[config.mk]
export PLATFORM = sky130hd
export DESIGN_NAME = seq_alu_flat
export DESIGN_NICKNAME = d
export VERILOG_FILES = /design/src/rtl/alu_pkg.sv /design/src/rtl/seq_alu_if.sv /design/src/rtl/seq_mul.sv /design/src/rtl/seq_alu.sv /design/src/flat_wrapper.sv
export SDC_FILE = /design/constraint.sdc
export NUM_CORES = 1
export LEC_CHECK = 0
export CAP_MARGIN = 25
export CELL_PAD_IN_SITES_DETAIL_PLACEMENT = 0
export CELL_PAD_IN_SITES_GLOBAL_PLACEMENT = 1
export CORE_ASPECT_RATIO = 2
export CORE_MARGIN = 2
export CORE_UTILIZATION = 51
export DETAILED_ROUTE_END_ITERATION = 16
export PLACE_DENSITY_LB_ADDON = 0.1
export SYNTH_ARGS = -nofsm -noshare
export SYNTH_HDL_FRONTEND = slang
export SYNTH_SLANG_ARGS = --single-unit
[constraint.sdc]
create_clock -name clk -period 4.99 [get_ports clk]
set_input_delay 0.998 -clock clk [delete_from_list [all_inputs] [get_ports clk]]
set_output_delay 0.998 -clock clk [all_outputs]
set_load 0.005 [all_outputs]
[src/rtl/alu_pkg.sv]
// alu_pkg: shared definitions for the sequential ALU.
//   - opcode encodings OP_ADD..OP_ACC (3-bit)
//   - FSM state encoding ST_IDLE / ST_BUSY
//   - bit positions of C/Z/V inside the packed flag register
package alu_pkg;

  localparam logic [2:0] OP_ADD = 3'd0;
  localparam logic [2:0] OP_SUB = 3'd1;
  localparam logic [2:0] OP_AND = 3'd2;
  localparam logic [2:0] OP_OR  = 3'd3;
  localparam logic [2:0] OP_XOR = 3'd4;
  localparam logic [2:0] OP_SLL = 3'd5;
  localparam logic [2:0] OP_MUL = 3'd6;
  localparam logic [2:0] OP_ACC = 3'd7;

  typedef enum logic {
    ST_IDLE = 1'b0,
    ST_BUSY = 1'b1
  } state_t;

  localparam int FLAG_C = 0;
  localparam int FLAG_Z = 1;
  localparam int FLAG_V = 2;
  localparam int FLAG_N = 3;

endpackage

[src/rtl/seq_alu_if.sv]
// seq_alu_if: operand/result handshake bundle of the sequential ALU.
//   master : operand source + result consumer (drives operands, out_ready)
//   slave  : the ALU (drives in_ready, out_valid, result, flags)
interface seq_alu_if #(
  parameter int WIDTH = 16
);
  logic             in_valid;
  logic             in_ready;
  logic [WIDTH-1:0] a;
  logic [WIDTH-1:0] b;
  logic             cin;
  logic [2:0]       opc;
  logic             out_valid;
  logic             out_ready;
  logic [WIDTH-1:0] result;
  logic             flag_c;
  logic             flag_z;
  logic             flag_v;

  modport master (
    output in_valid, a, b, cin, opc, out_ready,
    input  in_ready, out_valid, result, flag_c, flag_z, flag_v
  );

  modport slave (
    input  in_valid, a, b, cin, opc, out_ready,
    output in_ready, out_valid, result, flag_c, flag_z, flag_v
  );
endinterface

[src/rtl/seq_mul.sv]
// seq_mul: unsigned shift-add multiplier, one partial product per cycle.
//   clk, rst_n : clock, async active-low reset (clears the step counter)
//   start      : load a/b and begin (count = WIDTH)
//   a, b       : unsigned operands
//   done       : high in the cycle whose edge completes the last step
//   product    : full 2*WIDTH product, valid while done is high
// The final partial product is added combinationally on the done cycle,
// so the full product is available WIDTH edges after start.
module seq_mul #(
  parameter int WIDTH = 16
) (
  input  logic               clk,
  input  logic               rst_n,
  input  logic               start,
  input  logic [WIDTH-1:0]   a,
  input  logic [WIDTH-1:0]   b,
  output logic               done,
  output logic [2*WIDTH-1:0] product
);
  localparam int CW = $clog2(WIDTH) + 1;

  logic [CW-1:0]      cnt;
  logic [2*WIDTH-1:0] mcand;
  logic [2*WIDTH-1:0] prod;
  logic [WIDTH-1:0]   mplier;
  logic [2*WIDTH-1:0] prod_nxt;

  assign prod_nxt = prod + (mplier[0] ? mcand : '0);
  assign done     = (cnt == CW'(1));
  assign product  = prod_nxt;

  always_ff @(posedge clk or negedge rst_n) begin
    if (!rst_n) begin
      cnt <= '0;
    end else if (start) begin
      cnt <= CW'(WIDTH);
    end else if (cnt != '0) begin
      cnt <= cnt - CW'(1);
    end
  end

  // Datapath regs carry no reset; they are only consulted while cnt != 0.
  always_ff @(posedge clk) begin
    if (start) begin
      mcand  <= {{WIDTH{1'b0}}, a};
      mplier <= b;
      prod   <= '0;
    end else if (cnt != '0) begin
      prod   <= prod_nxt;
      mcand  <= mcand << 1;
      mplier <= mplier >> 1;
    end
  end
endmodule

[src/rtl/seq_alu.sv]
// seq_alu: handshaked ALU with registered result, accumulator and a
// multi-cycle multiplier.
//   clk, rst_n : clock, async active-low reset
//   bus        : seq_alu_if.slave -- in_valid/in_ready/a/b/cin/opc on the
//                operand side, out_valid/out_ready/result/flag_c/z/v on
//                the result side
// Ops 0-5 and 7 produce a result one edge after accept; MUL holds the
// block in BUSY for WIDTH edges.
module seq_alu
  import alu_pkg::*;
#(
  parameter int WIDTH = 16,
  parameter int SHW   = $clog2(WIDTH)
) (
  input  logic      clk,
  input  logic      rst_n,
  seq_alu_if.slave  bus
);
  state_t             state;
  logic               vld_p1;
  logic [WIDTH-1:0]   res_p1;
  logic [2:0]         flg_p1;
  logic [WIDTH-1:0]   acc;

  logic               accept;
  logic               mul_start;
  logic               mul_done;
  logic [2*WIDTH-1:0] mul_prod;

  logic [WIDTH:0]     ext;
  logic [WIDTH-1:0]   res_n;
  logic [WIDTH-1:0]   acc_base;
  logic               c_n;
  logic               v_n;

  function automatic logic add_ovf(input logic signed [WIDTH-1:0] x,
                                   input logic signed [WIDTH-1:0] y,
                                   input logic signed [WIDTH-1:0] r);
    return ((x < 0) == (y < 0)) && ((r < 0) != (x < 0));
  endfunction

  function automatic logic sub_ovf(input logic signed [WIDTH-1:0] x,
                                   input logic signed [WIDTH-1:0] y,
                                   input logic signed [WIDTH-1:0] r);
    return ((x < 0) != (y < 0)) && ((r < 0) != (x < 0));
  endfunction

  function automatic logic [2:0] pack_flags(input logic c, input logic z,
                                            input logic v);
    logic [2:0] f;
    f         = '0;
    f[FLAG_C] = c;
    f[FLAG_Z] = z;
    f[FLAG_V] = v;
    return f;
  endfunction

  assign bus.in_ready  = rst_n && (state == ST_IDLE) && (!vld_p1 || bus.out_ready);
  assign accept        = bus.in_valid && bus.in_ready;
  assign mul_start     = accept && (bus.opc == OP_MUL);
  assign bus.out_valid = vld_p1;
  assign bus.result    = res_p1;
  assign bus.flag_c    = flg_p1[FLAG_C];
  assign bus.flag_z    = flg_p1[FLAG_Z];
  assign bus.flag_v    = flg_p1[FLAG_V];

  seq_mul #(.WIDTH(WIDTH)) u_mul (
    .clk     (clk),
    .rst_n   (rst_n),
    .start   (mul_start),
    .a       (bus.a),
    .b       (bus.b),
    .done    (mul_done),
    .product (mul_prod)
  );

  // Stage p0: single-cycle combinational unit on the live operands.
  always_comb begin
    ext      = '0;
    res_n    = '0;
    c_n      = 1'b0;
    v_n      = 1'b0;
    acc_base = bus.cin ? '0 : acc;
    case (bus.opc)
      OP_ADD: begin
        ext   = {1'b0, bus.a} + {1'b0, bus.b} + {{WIDTH{1'b0}}, bus.cin};
        res_n = ext[WIDTH-1:0];
        c_n   = ext[WIDTH];
        v_n   = add_ovf(bus.a, bus.b, res_n);
      end
      OP_SUB: begin
        ext   = {1'b0, bus.a} - {1'b0, bus.b} - {{WIDTH{1'b0}}, bus.cin};
        res_n = ext[WIDTH-1:0];
        c_n   = ext[WIDTH];
        v_n   = sub_ovf(bus.a, bus.b, res_n);
      end
      OP_AND: res_n = bus.a & bus.b;
      OP_OR:  res_n = bus.a | bus.b;
      OP_XOR: res_n = bus.a ^ bus.b;
      OP_SLL: begin
        // Top bit of the widened shift is the last bit shifted out (0 for shift 0).
        ext   = {1'b0, bus.a} << bus.b[SHW-1:0];
        res_n = ext[WIDTH-1:0];
        c_n   = ext[WIDTH];
      end
      OP_ACC: begin
        ext   = {1'b0, acc_base} + {1'b0, bus.a};
        res_n = ext[WIDTH-1:0];
        c_n   = ext[WIDTH];
        v_n   = add_ovf(bus.a, acc_base, res_n);
      end
      default: ;
    endcase
  end

  // Stage p1: FSM, accumulator and output register.
  always_ff @(posedge clk or negedge rst_n) begin
    if (!rst_n) begin
      state  <= ST_IDLE;
      vld_p1 <= 1'b0;
      res_p1 <= '0;
      flg_p1 <= '0;
      acc    <= '0;
    end else begin
      if (bus.out_ready) vld_p1 <= 1'b0;
      case (state)
        ST_IDLE: begin
          if (accept) begin
            if (bus.opc == OP_MUL) begin
              state <= ST_BUSY;
            end else begin
              res_p1 <= res_n;
              flg_p1 <= pack_flags(c_n, res_n == '0, v_n);
              vld_p1 <= 1'b1;
              if (bus.opc == OP_ACC) acc <= res_n;
            end
          end
        end
        ST_BUSY: begin
          if (mul_done) begin
            res_p1 <= mul_prod[WIDTH-1:0];
            flg_p1 <= pack_flags(mul_prod[2*WIDTH-1:WIDTH] != '0,
                                 mul_prod[WIDTH-1:0] == '0, 1'b0);
            vld_p1 <= 1'b1;
            state  <= ST_IDLE;
          end
        end
      endcase
    end
  end
endmodule

[src/flat_wrapper.sv]
// flat-port wrapper written by rule: the top's interface ports become plain ports
module seq_alu_flat import alu_pkg::*;
#(
  parameter int WIDTH = 16,
  parameter int SHW   = $clog2(WIDTH)
)
  (clk, rst_n, bus_in_valid, bus_a, bus_b, bus_cin, bus_opc, bus_out_ready, bus_in_ready, bus_out_valid, bus_result, bus_flag_c, bus_flag_z, bus_flag_v);
  seq_alu_if #(.WIDTH(WIDTH)) bus_i ();
  input  logic clk;
  input  logic rst_n;
  input wire logic [$bits(bus_i.in_valid)-1:0] bus_in_valid;
  input wire logic [$bits(bus_i.a)-1:0] bus_a;
  input wire logic [$bits(bus_i.b)-1:0] bus_b;
  input wire logic [$bits(bus_i.cin)-1:0] bus_cin;
  input wire logic [$bits(bus_i.opc)-1:0] bus_opc;
  input wire logic [$bits(bus_i.out_ready)-1:0] bus_out_ready;
  output wire logic [$bits(bus_i.in_ready)-1:0] bus_in_ready;
  output wire logic [$bits(bus_i.out_valid)-1:0] bus_out_valid;
  output wire logic [$bits(bus_i.result)-1:0] bus_result;
  output wire logic [$bits(bus_i.flag_c)-1:0] bus_flag_c;
  output wire logic [$bits(bus_i.flag_z)-1:0] bus_flag_z;
  output wire logic [$bits(bus_i.flag_v)-1:0] bus_flag_v;
  assign bus_i.in_valid = bus_in_valid;
  assign bus_i.a = bus_a;
  assign bus_i.b = bus_b;
  assign bus_i.cin = bus_cin;
  assign bus_i.opc = bus_opc;
  assign bus_i.out_ready = bus_out_ready;
  assign bus_in_ready = bus_i.in_ready;
  assign bus_out_valid = bus_i.out_valid;
  assign bus_result = bus_i.result;
  assign bus_flag_c = bus_i.flag_c;
  assign bus_flag_z = bus_i.flag_z;
  assign bus_flag_v = bus_i.flag_v;
  seq_alu #(.WIDTH(WIDTH), .SHW(SHW)) u_core (.clk(clk), .rst_n(rst_n), .bus(bus_i));
endmodule
==> flow_metrics.py <==
metrics = {
    "outcome": {
        "status": "complete, no violations",
    },
    "yosys": {
        "synth_ff_type": "dfxtp_1",
        "synth_cell_type_count": 78,
        "synth-edff-count": 32,
        "yosysWarnings": 0,
        "ys_ff_latch": 122,
        "synth_nets": 1538,
        "synthTopCellsByArea": "ha_1 (13%), dfrtp_1 (9.3%), dfxtp_1 (8.5%), edfxtp_1 (8.5%), a21oi_1 (5.8%)",
        "yosysTopAreaCell": "ha_1",
        "synthArstFlopShare_pct": 34.4,
        "syn_inst": 1379,
        "syn_area_um2": 11300,
        "seq_area_frac_synth_pct": 26.3,
        "synth_top_area_share_pct": 12.5,
        "syn_avg_cell_area_um2": 8.19,
    },
    "place": {
        "pre_cts_slack_ns": -0.0801,
        "placed_area_um2": 12700,
        "gp_congestion": 1.07,
        "numPlacedInstances": 1746,
        "portBuffers": 60,
        "place_hpwl_um": 32900,
    },
    "worst_setup_path": {
        "cpPeakStageDelay_ns": 0.61,
        "worstPathMaxFanout": 3,
        "worstPathArrival_ns": 5.09,
        "cp_common_cell": "o21ai_0",
        "worst_setup_path_end_kind": "flop",
        "worstPathCellList": "clkdlybuf4s50_1 -> fa_1 -> inv_1 -> ha_1 -> o21ai_0 -> a22oi_1 -> a31o_1 -> a211oi_1 -> o31ai_1 -> a21oi_1 -> xnor2_1 -> a2111o_1 -> mux2i_1 -> o21ai_0",
        "cp.required_ns": 5.29,
        "slowest_stage": "fa_1",
        "setup.worst_path.start_class": "primary input",
        "crit_type": "in -> reg",
    },
    "route": {
        "drt_wl_total_um": 40800,
        "drc": 0,
        "vias": 10900,
        "ant_nets": 0,
        "via_per_inst": 6.13,
        "drt-initial-drc-count": 562,
        "drtPass1Iterations": 4,
        "wl_per_cell_um": 22.9,
    },
    "cts": {
        "cts.sinks": 122,
        "clk_pin_slew_ns": 0.06,
        "cts_max_path_buffers": 2,
        "cts_setup_buffers": 0,
        "cts_resized": 0,
        "h-tree-depth": 4,
        "worst_skew_pair.late_latency_ns": 0.44,
        "cts_tree": "yes",
        "cts_buffers": 17,
        "root_buffer": "clkbuf_16",
        "cts_hold_buf": 0,
    },
    "global_route": {
        "grt_start_max_net_pins": 47,
        "overflow": 0,
        "grt_pass1_vias": 11200,
        "antenna_found_initial": 3,
        "grtUsageTotal_pct": 35.7,
        "grt_first_pass_wirelength_um": 62100,
    },
    "die": {
        "core_area_um2": 22000,
        "start_util_pct": 51.4,
        "fp.dieH_um": 214,
        "num_rows": 77,
        "die_area_um2": 23400,
        "die_x_um": 109,
        "io_pins": 61,
    },
    "final_layout": {
        "fillerInstances": 2052,
        "final_area_um2": 13300,
        "multiInputGateArea_um2": 7770,
        "seq_area_um2": 2970,
        "drive_above_1_share_pct": 13.1,
        "syn_to_final_growth_pct": 17.6,
        "fin_cells": 1780,
        "nets": 1648,
    },
    "sta": {
        "timing.hold.ws_ns": 0.456,
        "setup_slack_ns": 0.203,
        "hold_viol_final": 0,
        "setup_viol": 0,
        "setup_tns_ns": 0,
        "layout_min_cycle_time_ns": 4.79,
        "fmax_ghz": 0.209,
        "finClkSkew_ns": 0.0112,
        "period_share_pct": 95.9,
        "slew_violations": 0,
        "slew_headroom_pct": 44.0,
        "rsz0062_at_grt": "no",
        "tightestPinTransition_ns": 0.839,
    },
    "min_path": {
        "hp-class": "reg -> reg",
    },
    "power_and_ir_drop": {
        "peakVddDrop_uv": 401,
        "p_per_area_nw_per_um2": 528,
        "power.leakage_nw": 5.90,
    },
    "job": {
        "maxCapViolations": 0,
    },
}
## state kept, by name (all words and copies together), names as in the netlist
| signal | flops |
|---|---|
| u_core.bus.out_valid | 1 |
| u_core.acc | 16 |
| u_core.u_mul.mplier | 16 |
| u_core.state | 1 |
| u_core.u_mul.cnt | 5 |
| u_core.flg_p1 | 3 |
| u_core.u_mul.prod | 32 |
| u_core.u_mul.mcand | 32 |
| u_core.bus.result | 16 |
## power by group
part / switching [mW] / internal, mW / leakage (nW) / total [mW]
clock network: 0.495 / 0.732 / 0.275 / 1.23
registers: 0.299 / 1.56 / 1.30 / 1.86
logic: 2.26 / 1.66 / 4.32 / 3.92
total: 3.05 / 3.95 / 5.90 / 7.00
## logic make-up after synthesis
| group | Yosys count | share of synthesized area, % |
|---|---|---|
| compound gates | 400 | 22.7 |
| flops | 122 | 26.3 |
| buf+inv | 141 | 4.96 |
| xor+xnor | 58 | 4.50 |
| simple gates | 456 | 19.4 |
| mux | 83 | 8.59 |
| fa+ha+maj | 119 | 13.6 |
## worst paths after layout
| kind | from | endpoint | slack (ns) | cells past startpoint |
|---|---|---|---|---|
| min in group asynchronous | rst_n | u_core.bus.result[0] | 0.67 | 2 |
| hold / removal | u_core.u_mul.prod[29] | u_core.u_mul.prod[29] | 0.46 | 2 |
| setup / recovery | bus_cin | u_core.bus.result[15] | 0.20 | 14 |
| setup reg to reg | u_core.u_mul.mplier[0] | u_core.flg_p1[0] | 0.69 | 13 |
| max in group asynchronous | rst_n | u_core.acc[13] | 3.92 | 2 |
| hold reg to reg | u_core.u_mul.prod[29] | u_core.u_mul.prod[29] | 0.46 | 2 |
## metal layers
layer  up-vias  wire length, um  global-route usage, %
li1       5227                -                      -
met1      5218            13500                   32.4
met2       294            22200                   66.0
met3       165             1390                   6.26
met4         2             3760                   28.6
met5         -               11                      0
## Yosys cell counts, types with 7 or more instances
master and n:
nand2_1 169, a21oi_1 132, ha_1 113, nor2_1 85
o21ai_0 85, inv_1 74, dfxtp_1 48, mux2_2 48
clkbuf_1 46, dfrtp_1 42, and2_1 41, xnor2_1 35
edfxtp_1 32, a211oi_1 31, nor2b_1 30, mux2i_1 29
nor3_1 29, nand3_1 27, xor2_1 23, a21o_1 21
nand2b_1 19, o211ai_1 16, and3_1 10, a221oi_1 9
a31oi_1 9, nand4_1 9, o21a_1 9, a211o_1 8
nor3b_1 8, o22ai_1 8, or3_1 8, buf_1 7
buf_2 7
## cells in the final DEF (no fill, tap or decap), types with 19 or more instances in the layout
cell	n
clkdlybuf4s50_1	59
xor2_1	23
nand2_1	168
dfxtp_1	48
nor2_1	85
buf_4	94
mux2i_1	29
nand2b_1	19
a21oi_1	132
a211oi_1	31
o21ai_0	85
and2_1	40
mux2_2	48
a21o_1	21
dfrtp_1	42
inv_1	74
edfxtp_1	32
nor3_1	29
nor2b_1	29
nand3_1	27
xnor2_1	35
ha_1	113
## critical path: cells and delay by family
| kind | cells | cell delay [ns] |
|---|---|---|
| muxes | 1 | 0.17 |
| xor gates and xnor gates | 1 | 0.14 |
| adders and majority gates | 2 | 0.78 |
| buffers and inverters | 2 | 0.53 |
| AOI/OAI and AO/OA | 8 | 2.46 |
## metrics by stage
step	utilization (%)	power [mW]
finish	60.4	7.00
global route	60.4	7.49
CTS	60.4	7.00
detailed placement	57.8	5.75
global placement	57.7	5.68
floorplan	-	4.42
## area by class of cell
type                    instances  share of cell area, %
repair buffers                155                   9.95
clock buffers                  17                   3.20
clock inverters                15                   1.11
multi-input cells            1116                   58.5
diodes                          2                 0.0377
inverters                      77                   2.18
flip-flops and latches        122                   22.4
well taps                     276                   2.60
Note: power is estimated with default switching activity, not from simulation.
